$ cat config.mk
export PLATFORM = sky130hd
export DESIGN_NAME = wdt_multi
export DESIGN_NICKNAME = d
export VERILOG_FILES = /design/src/rtl/wdt_multi.sv
export SDC_FILE = /design/constraint.sdc
export NUM_CORES = 1
export LEC_CHECK = 0
export BUFFER_PORTS_ARGS = -buffer_cell sky130_fd_sc_hd__buf_2
export CORE_MARGIN = 1
export CORE_UTILIZATION = 57
export DETAILED_ROUTE_END_ITERATION = 16
export GPL_TIMING_DRIVEN = 0
export PLACE_DENSITY = 0.79
export SYNTH_ARGS = -nofsm -noshare
export SYNTH_HDL_FRONTEND = slang
export SYNTH_SLANG_ARGS = --single-unit
$ cat constraint.sdc
create_clock -name clk -period 3.05 [get_ports clk]
set_input_delay 0.7625 -clock clk [delete_from_list [all_inputs] [get_ports clk]]
set_output_delay 0.7625 -clock clk [all_outputs]
set_load 0.01 [all_outputs]
$ cat src/rtl/wdt_multi.sv
// Multi-channel watchdog: NUM_CH independent channels sharing one prescaler, each with
// a timeout, an optional early-kick window and sticky fault flags.
module wdt_multi #(
    parameter int unsigned NUM_CH = 4,
    parameter int unsigned CNT_W  = 32,
    parameter int unsigned PRE_W  = 8,
    localparam int unsigned CH_W  = (NUM_CH > 1) ? $clog2(NUM_CH) : 1
) (
    input  logic              clk,
    input  logic              rst,
    input  logic [NUM_CH-1:0] en,
    input  logic [NUM_CH-1:0] kick,
    input  logic [NUM_CH-1:0] clr,
    input  logic              cfg_we,
    input  logic [CH_W-1:0]   cfg_ch,
    input  logic [CNT_W-1:0]  cfg_timeout,
    input  logic [CNT_W-1:0]  cfg_window,
    input  logic              cfg_pre_we,
    input  logic [PRE_W-1:0]  cfg_prescale,
    output logic [NUM_CH-1:0] wto,
    output logic [NUM_CH-1:0] win_err,
    output logic              wto_any
);

    typedef enum logic [1:0] {StDisabled, StRun, StExpired} ch_state_e;

    logic [PRE_W-1:0]  pre_cnt_q, pre_cnt_d;
    logic [PRE_W-1:0]  prescale_q, prescale_d;
    logic              tick;

    ch_state_e         state_q   [NUM_CH];
    ch_state_e         state_d   [NUM_CH];
    logic [CNT_W-1:0]  count_q   [NUM_CH];
    logic [CNT_W-1:0]  count_d   [NUM_CH];
    logic [CNT_W-1:0]  timeout_q [NUM_CH];
    logic [CNT_W-1:0]  timeout_d [NUM_CH];
    logic [CNT_W-1:0]  window_q  [NUM_CH];
    logic [CNT_W-1:0]  window_d  [NUM_CH];
    logic [NUM_CH-1:0] wto_q, wto_d;
    logic [NUM_CH-1:0] win_err_q, win_err_d;
    logic              wto_any_q;

    assign tick = (pre_cnt_q == prescale_q);

    always_comb begin
        prescale_d = prescale_q;
        pre_cnt_d  = tick ? '0 : pre_cnt_q + PRE_W'(1);
        if (cfg_pre_we) begin
            prescale_d = cfg_prescale;
            pre_cnt_d  = '0;
        end
    end

    always_comb begin
        state_d   = state_q;
        count_d   = count_q;
        timeout_d = timeout_q;
        window_d  = window_q;
        wto_d     = wto_q;
        win_err_d = win_err_q;
        for (int i = 0; i < NUM_CH; i++) begin
            case (state_q[i])
                StDisabled: begin
                    count_d[i] = '0;
                    if (en[i]) state_d[i] = StRun;
                    // Config is only accepted while the channel is idle; indices past NUM_CH
                    // never match any channel.
                    if (cfg_we && (cfg_ch == CH_W'(i))) begin
                        timeout_d[i] = cfg_timeout;
                        window_d[i]  = cfg_window;
                    end
                end
                StRun: begin
                    if (!en[i]) begin
                        state_d[i] = StDisabled;
                        count_d[i] = '0;
                    end else if (kick[i]) begin
                        if ((window_q[i] == '0) || (count_q[i] >= window_q[i])) begin
                            count_d[i] = '0;
                        end else begin
                            win_err_d[i] = 1'b1;
                            wto_d[i]     = 1'b1;
                            state_d[i]   = StExpired;
                        end
                    end else if (tick) begin
                        if (count_q[i] >= timeout_q[i]) begin
                            wto_d[i]   = 1'b1;
                            state_d[i] = StExpired;
                        end else begin
                            count_d[i] = count_q[i] + CNT_W'(1);
                        end
                    end
                end
                StExpired: begin
                    if (clr[i]) begin
                        wto_d[i]     = 1'b0;
                        win_err_d[i] = 1'b0;
                        count_d[i]   = '0;
                        state_d[i]   = en[i] ? StRun : StDisabled;
                    end
                end
                default: begin
                    state_d[i] = StDisabled;
                    count_d[i] = '0;
                end
            endcase
        end
    end

    always_ff @(posedge clk) begin
        if (!rst) begin
            pre_cnt_q  <= '0;
            prescale_q <= '0;
            wto_q      <= '0;
            win_err_q  <= '0;
            wto_any_q  <= 1'b0;
            for (int i = 0; i < NUM_CH; i++) begin
                state_q[i]   <= StDisabled;
                count_q[i]   <= '0;
                timeout_q[i] <= '1;
                window_q[i]  <= '0;
            end
        end else begin
            pre_cnt_q  <= pre_cnt_d;
            prescale_q <= prescale_d;
            state_q    <= state_d;
            count_q    <= count_d;
            timeout_q  <= timeout_d;
            window_q   <= window_d;
            wto_q      <= wto_d;
            win_err_q  <= win_err_d;
            wto_any_q  <= |wto_q;
        end
    end

    assign wto     = wto_q;
    assign win_err = win_err_q;
    assign wto_any = wto_any_q;

endmodule

[Word-level counts from Yosys, hierarchy flattened]
Index checks and enable logic that the tools add are counted.
Word-level totals
  flip-flop bits (word level): 417
  latch bits: 0
  bits in writable memories: 0
  bits in read-only memories: 0
  bits of input ports: 90
  logic and storage cells: 252
  memories: 0
Operators by class
  $add $sub $neg: 5
  multiply operators: 0
  divide/modulo/power cells: 0
  magnitude comparators: 8
  equality and inequality tests: 64
  shift operators: 0
  muxes and demuxes: 104
  bitwise logic cells: 1
  reductions and logical operators: 43
Operators by type and width (number)
  $mux 32: 24
  $ge 32x32->1: 8
  $pmux 32 s2: 4
  $add 32x1->32 const B: 4
  $logic_not 32->1: 4
  $ne 4x4->1 const B: 20
  $mux 2: 28
  $ne 2x2->1 const B: 20
  $reduce_and 5->1: 8
  $mux 1: 36
  $ne 3x3->1 const B: 12
  $pmux 2 s3: 4
  $reduce_and 6->1: 4
  $pmux 1 s2: 8
  $reduce_and 4->1: 4
  $eq 2x2->1 const B: 6
  $eq 2x1->1 const B: 5
  $logic_not 2->1: 5
  $add 8x1->8 const B: 1
  $eq 8x8->1: 1
  $reduce_and 2->1: 4
  $reduce_bool 2->1: 4
  $logic_and 1x1->1: 4
  $logic_or 1x1->1: 4
  3 further kinds: 3

[Longest topological paths before layout]
  depth in word-level cells: 6
  mapped depth: 13

[Least setup slack after synthesis]
No wires, ideal clock.
  path type: reg2reg
  start: register count_q[83] in the netlist's numbering
  end: register count_q[73] in the netlist's numbering
  setup time: 0.117 ns
  arrival: 2.771 ns
  required time: 2.933 ns
  path slack: 0.163 ns
  stages on the path, launching flop included: 12
  path buffers: 1
  period minus slack after synthesis: 2.887 ns
  cell sequence: dfxtp_1 > ha_1 > a21oi_1 > o21ai_0 > a221o_1 > a2111o_1 > a41oi_1 > a21oi_1 > o31ai_1 > buf_2 > nand2_1 > a22o_1
On the way
  longest elaborated chain between the ends: 4
RTL lines
  from (decl): RTL line 33  | logic [CNT_W-1:0] count_q [NUM_CH];
  from (signal assigned): RTL line 127  | count_q <= count_d;
  $ge 32x32->1: RTL line 78  | if ((window_q[i] == '0) || (count_q[i] >= window_q[i])) begin
  $logic_or 1x1->1: RTL line 78
  $ne 4x4->1 (no line)
  $reduce_and 4->1 (no line) (*)
Mark *: on every way between the ends. The rest lies on a longest branch, timed or not.
A chain may end at the register's enable or synchronous reset.

[Final worst setup path]
  start: input port rst
  end: register timeout_q[25] in the netlist's numbering
RTL lines
  from (decl): RTL line 10  | input logic rst,
  to (signal assigned): RTL line 128  | timeout_q <= timeout_d;
  to (decl): RTL line 35  | logic [CNT_W-1:0] timeout_q [NUM_CH];
No word-level cell between the ends.

==> out/qor.csv <==
stage,metric,value,unit
die,core-area,0.0399,sq mm
drt,postRouteAntennaNets,0,
setup_path,cp_slowest_stage_delay,0.79,ns
placed_design,gp_congestion,0.992,
cells_and_area,drive_gt1_share,10.3,%
clocking,hold_buffers,0,
grt,gr-total-overflow,0,
clocking,cts_tree,done,
logic_synthesis,ys_ff_latch,417,
cells_and_area,fin_util,66.1,%
logic_synthesis,syn_inst,2935,
logic_synthesis,ys_seq_area_share,36.1,%
sta,rsz0062_at_grt,yes,
clocking,htree_num_levels,2,
cells_and_area,seq_area,0.00840,sq mm
grt,first_global_vias,21700,
logic_synthesis,yosys_warnings,0,
logic_synthesis,synth_area_per_cell,7.88,sq um
run_status,status,completed,
die,die_y,203,microns
die,dieArea,0.0414,sq mm
drt,drt_iter0_drc,2642,
sta,min_period,3.01,ns
clocking,clk_pin_slew,0.06,ns
cells_and_area,instances_no_fill,3654,
cells_and_area,syn_to_final_growth,14.1,%
drt,wl_per_cell,22.1,microns
sta,fin_crit_sh,98.7,%
logic_synthesis,ys_types,66,
grt,grt_max_degree,15,
logic_synthesis,synthTopCellsByArea,"dfxtp_1, ha_1, nand2_1, a21oi_1, inv_1",
placed_design,io_buffers,97,
grt,track_usage,38.7,%
hold_path,hold_path.class,primary input to register,
grt,antenna_found_initial,0,
power_and_ir_drop,powerDensity,482,mW/mm^2
clocking,clock_sinks,417,
logic_synthesis,ys.flop_type,dfxtp_1,
setup_path,cpMostUsedCell,clkbuf_1,
sta,fin_worst_skew,0.0327,ns
clocking,cts_made_buffers,46,
power_and_ir_drop,leakagePower,11.7,nW
power_and_ir_drop,ir_worst_vdd,0.483,mV
drt,vias,22900,
grt,grt_pass1_wl,122,mm
logic_synthesis,synth_top_area_cell,dfxtp_1,
setup_path,crit_fanout,10,
sta,slew_viol_final,0,
setup_path,cp_top_family,buffers and inverters,
drt,drt-pass1-iter-count,7,
cells_and_area,nFillCells,3358,
setup_path,required,3.45,ns
drt,avgViaCountPerCell,6.27,
logic_synthesis,syn_nets,3286,
logic_synthesis,synthArstFlopShare,0,%
setup_path,crit_slowest_cell,buf_1,
setup_path,cp-start-kind,primary input,
sta,fin_hold_ws,0.401,ns
logic_synthesis,synth_top_area_share,36.1,%
job,cap_violations,0,
die,start_util,58.0,%
setup_path,worstSetupPathType,primary input to register,
sta,worstMarginPinSlew,1.37,ns
setup_path,arrival,3.41,ns
die,pin_count,99,
sta,hold_viol,0,
cells_and_area,fin_nets,3447,
setup_path,crit_chain,buf_2 -> clkbuf_1 -> buf_1 -> clkbuf_1 -> o211ai_1,
placed_design,placed_cells,3557,
sta,timing.fmax,332,MHz
logic_synthesis,synth-edff-count,0,
drt,drt_wl_total,80.9,mm
placed_design,hpwl,59.5,mm
die,die_w,203,microns
setup_path,path_buf_inv,4,
cells_and_area,multi_input_area,0.0136,sq mm
setup_path,endpoint_kind,register,
clocking,clk_latency,0.60,ns
clocking,ctsLongestPathBuffers,3,
die,rows,73,
power_and_ir_drop,p_total,0.0127,W
drt,drc_errors,0,
logic_synthesis,syn_area,0.0231,sq mm
sta,slew_headroom,8.03,%
clocking,cts_root_buf,clkbuf_16,
sta,setup_viol,0,
==> metrics by stage <==
step	setup slack (ns)	setup TNS, ns	instance area [sq um]
floorplan	0.163	0	23100
finish	0.0411	0	26400
global placement	-1.02	-181.50	24300
detailed placement	-1.09	-196.05	24300
CTS	0.00173	0	26100
global route	-0.0195	-0.0948	26400
==> repair_timing <==
action	in CTS	in global routing
pin swaps	9	27
gates resized for setup	78	66
gates cloned	0	2
setup buffers	9	12
endpoints found under the setup margin	222	114
==> kinds of logic after synthesis <==
group | count (synthesis) | synth area share [%]
buffers and inverters | 407 | 6.64
AND/OR/NAND/NOR | 1087 | 21.9
flip-flops | 417 | 36.1
adder cells (fa/ha/maj) | 261 | 14.1
AO/OA/AOI/OAI | 712 | 19.3
XOR/XNOR | 33 | 1.25
multiplexers | 18 | 0.784
==> synthesized netlist by cell type, types with 23 or more instances <==
master and number:
a21o_1 61, o211ai_1 136, ha_1 261, nor3_1 37, nand4_1 64, and3_1 37
a21oi_1 264, nand2_1 558, o21ai_0 107, xnor2_1 23, nand3_1 62, clkbuf_1 110
or3_1 24, dfxtp_1 417, nor4_1 63, inv_1 278, nor2_1 133, nand2b_1 25
a31oi_1 50
==> cells in the final DEF (no fill, tap or decap), drive strengths merged, types with 4 or more instances in the layout <==
| cell type | n |
|---|---|
| a211o | 11 |
| a211oi | 11 |
| a21o | 61 |
| a21oi | 264 |
| a221oi | 7 |
| a22o | 4 |
| a31oi | 50 |
| a41oi | 8 |
| and2 | 10 |
| and3 | 37 |
| and4 | 13 |
| buf | 140 |
| clkbuf | 166 |
| clkinv | 10 |
| dfxtp | 417 |
| ha | 261 |
| inv | 278 |
| mux2i | 17 |
| nand2 | 558 |
| nand2b | 25 |
| nand3 | 62 |
| nand3b | 4 |
| nand4 | 65 |
| nor2 | 134 |
| nor2b | 15 |
| nor3 | 37 |
| nor4 | 64 |
| o211a | 8 |
| o211ai | 136 |
| o21a | 10 |
| o21ai | 108 |
| o22ai | 4 |
| o31ai | 5 |
| or2 | 11 |
| or3 | 24 |
| or4 | 14 |
| xnor2 | 23 |
| xor2 | 10 |
==> state kept, by name (all words and copies together), names as in the netlist <==
signal / count
pre_cnt_q: 8
prescale_q: 8
count_q: 128
timeout_q: 128
window_q: 128
win_err: 4
wto_any: 1
state_q: 8
wto: 4
==> path summary, 6_finish.rpt <==
path,to,start,slack [ns],cells past startpoint
worst max-delay path,timeout_q[25],rst,0.04,5
worst min-delay path,prescale_q[7],cfg_prescale[7],0.40,3
worst max register to register,count_q[32],count_q[62],0.05,9
worst min register to register,window_q[39],window_q[39],0.48,2
==> cell type report <==
type / instances / share of cell area [%]
clock inverter: 15 / 0.659
sequential: 417 / 31.9
clock buffer: 65 / 5.09
tap: 525 / 2.49
buffer: 122 / 1.98
inverter: 278 / 3.95
antenna: 1 / 0.00948
timing repair buffer: 119 / 2.47
multi-input combinational: 2112 / 51.5
==> worst register-to-register path, stage by stage, from the launching register on <==
cell	delay, ns
dfxtp_2	0.37
ha_1	0.31
nand4_1	0.15
or2_2	0.34
or3_4	0.41
or3_4	0.45
o21bai_2	0.26
buf_2	0.24
a21oi_1	0.11
o31ai_1	0.25
==> power breakdown <==
part | total, W | internal [W] | switching [W]
Sequential | 0.00569 | 0.00560 | 0.0000921
Combinational | 0.00135 | 0.000431 | 0.000923
Clock | 0.00568 | 0.00331 | 0.00237
Total | 0.0127 | 0.00934 | 0.00338
==> routing by layer <==
metal / part of all wire (%) / vias to the layer above / GRT usage, %
li1: - / 10700 / -
met1: 39 / 10800 / 48.9
met2: 42 / 1189 / 59.4
met3: 11 / 308 / 9.28
met4: 7.1 / 0 / 24.2
met5: 0 / - / 0
(Power assumes the default switching activity.)
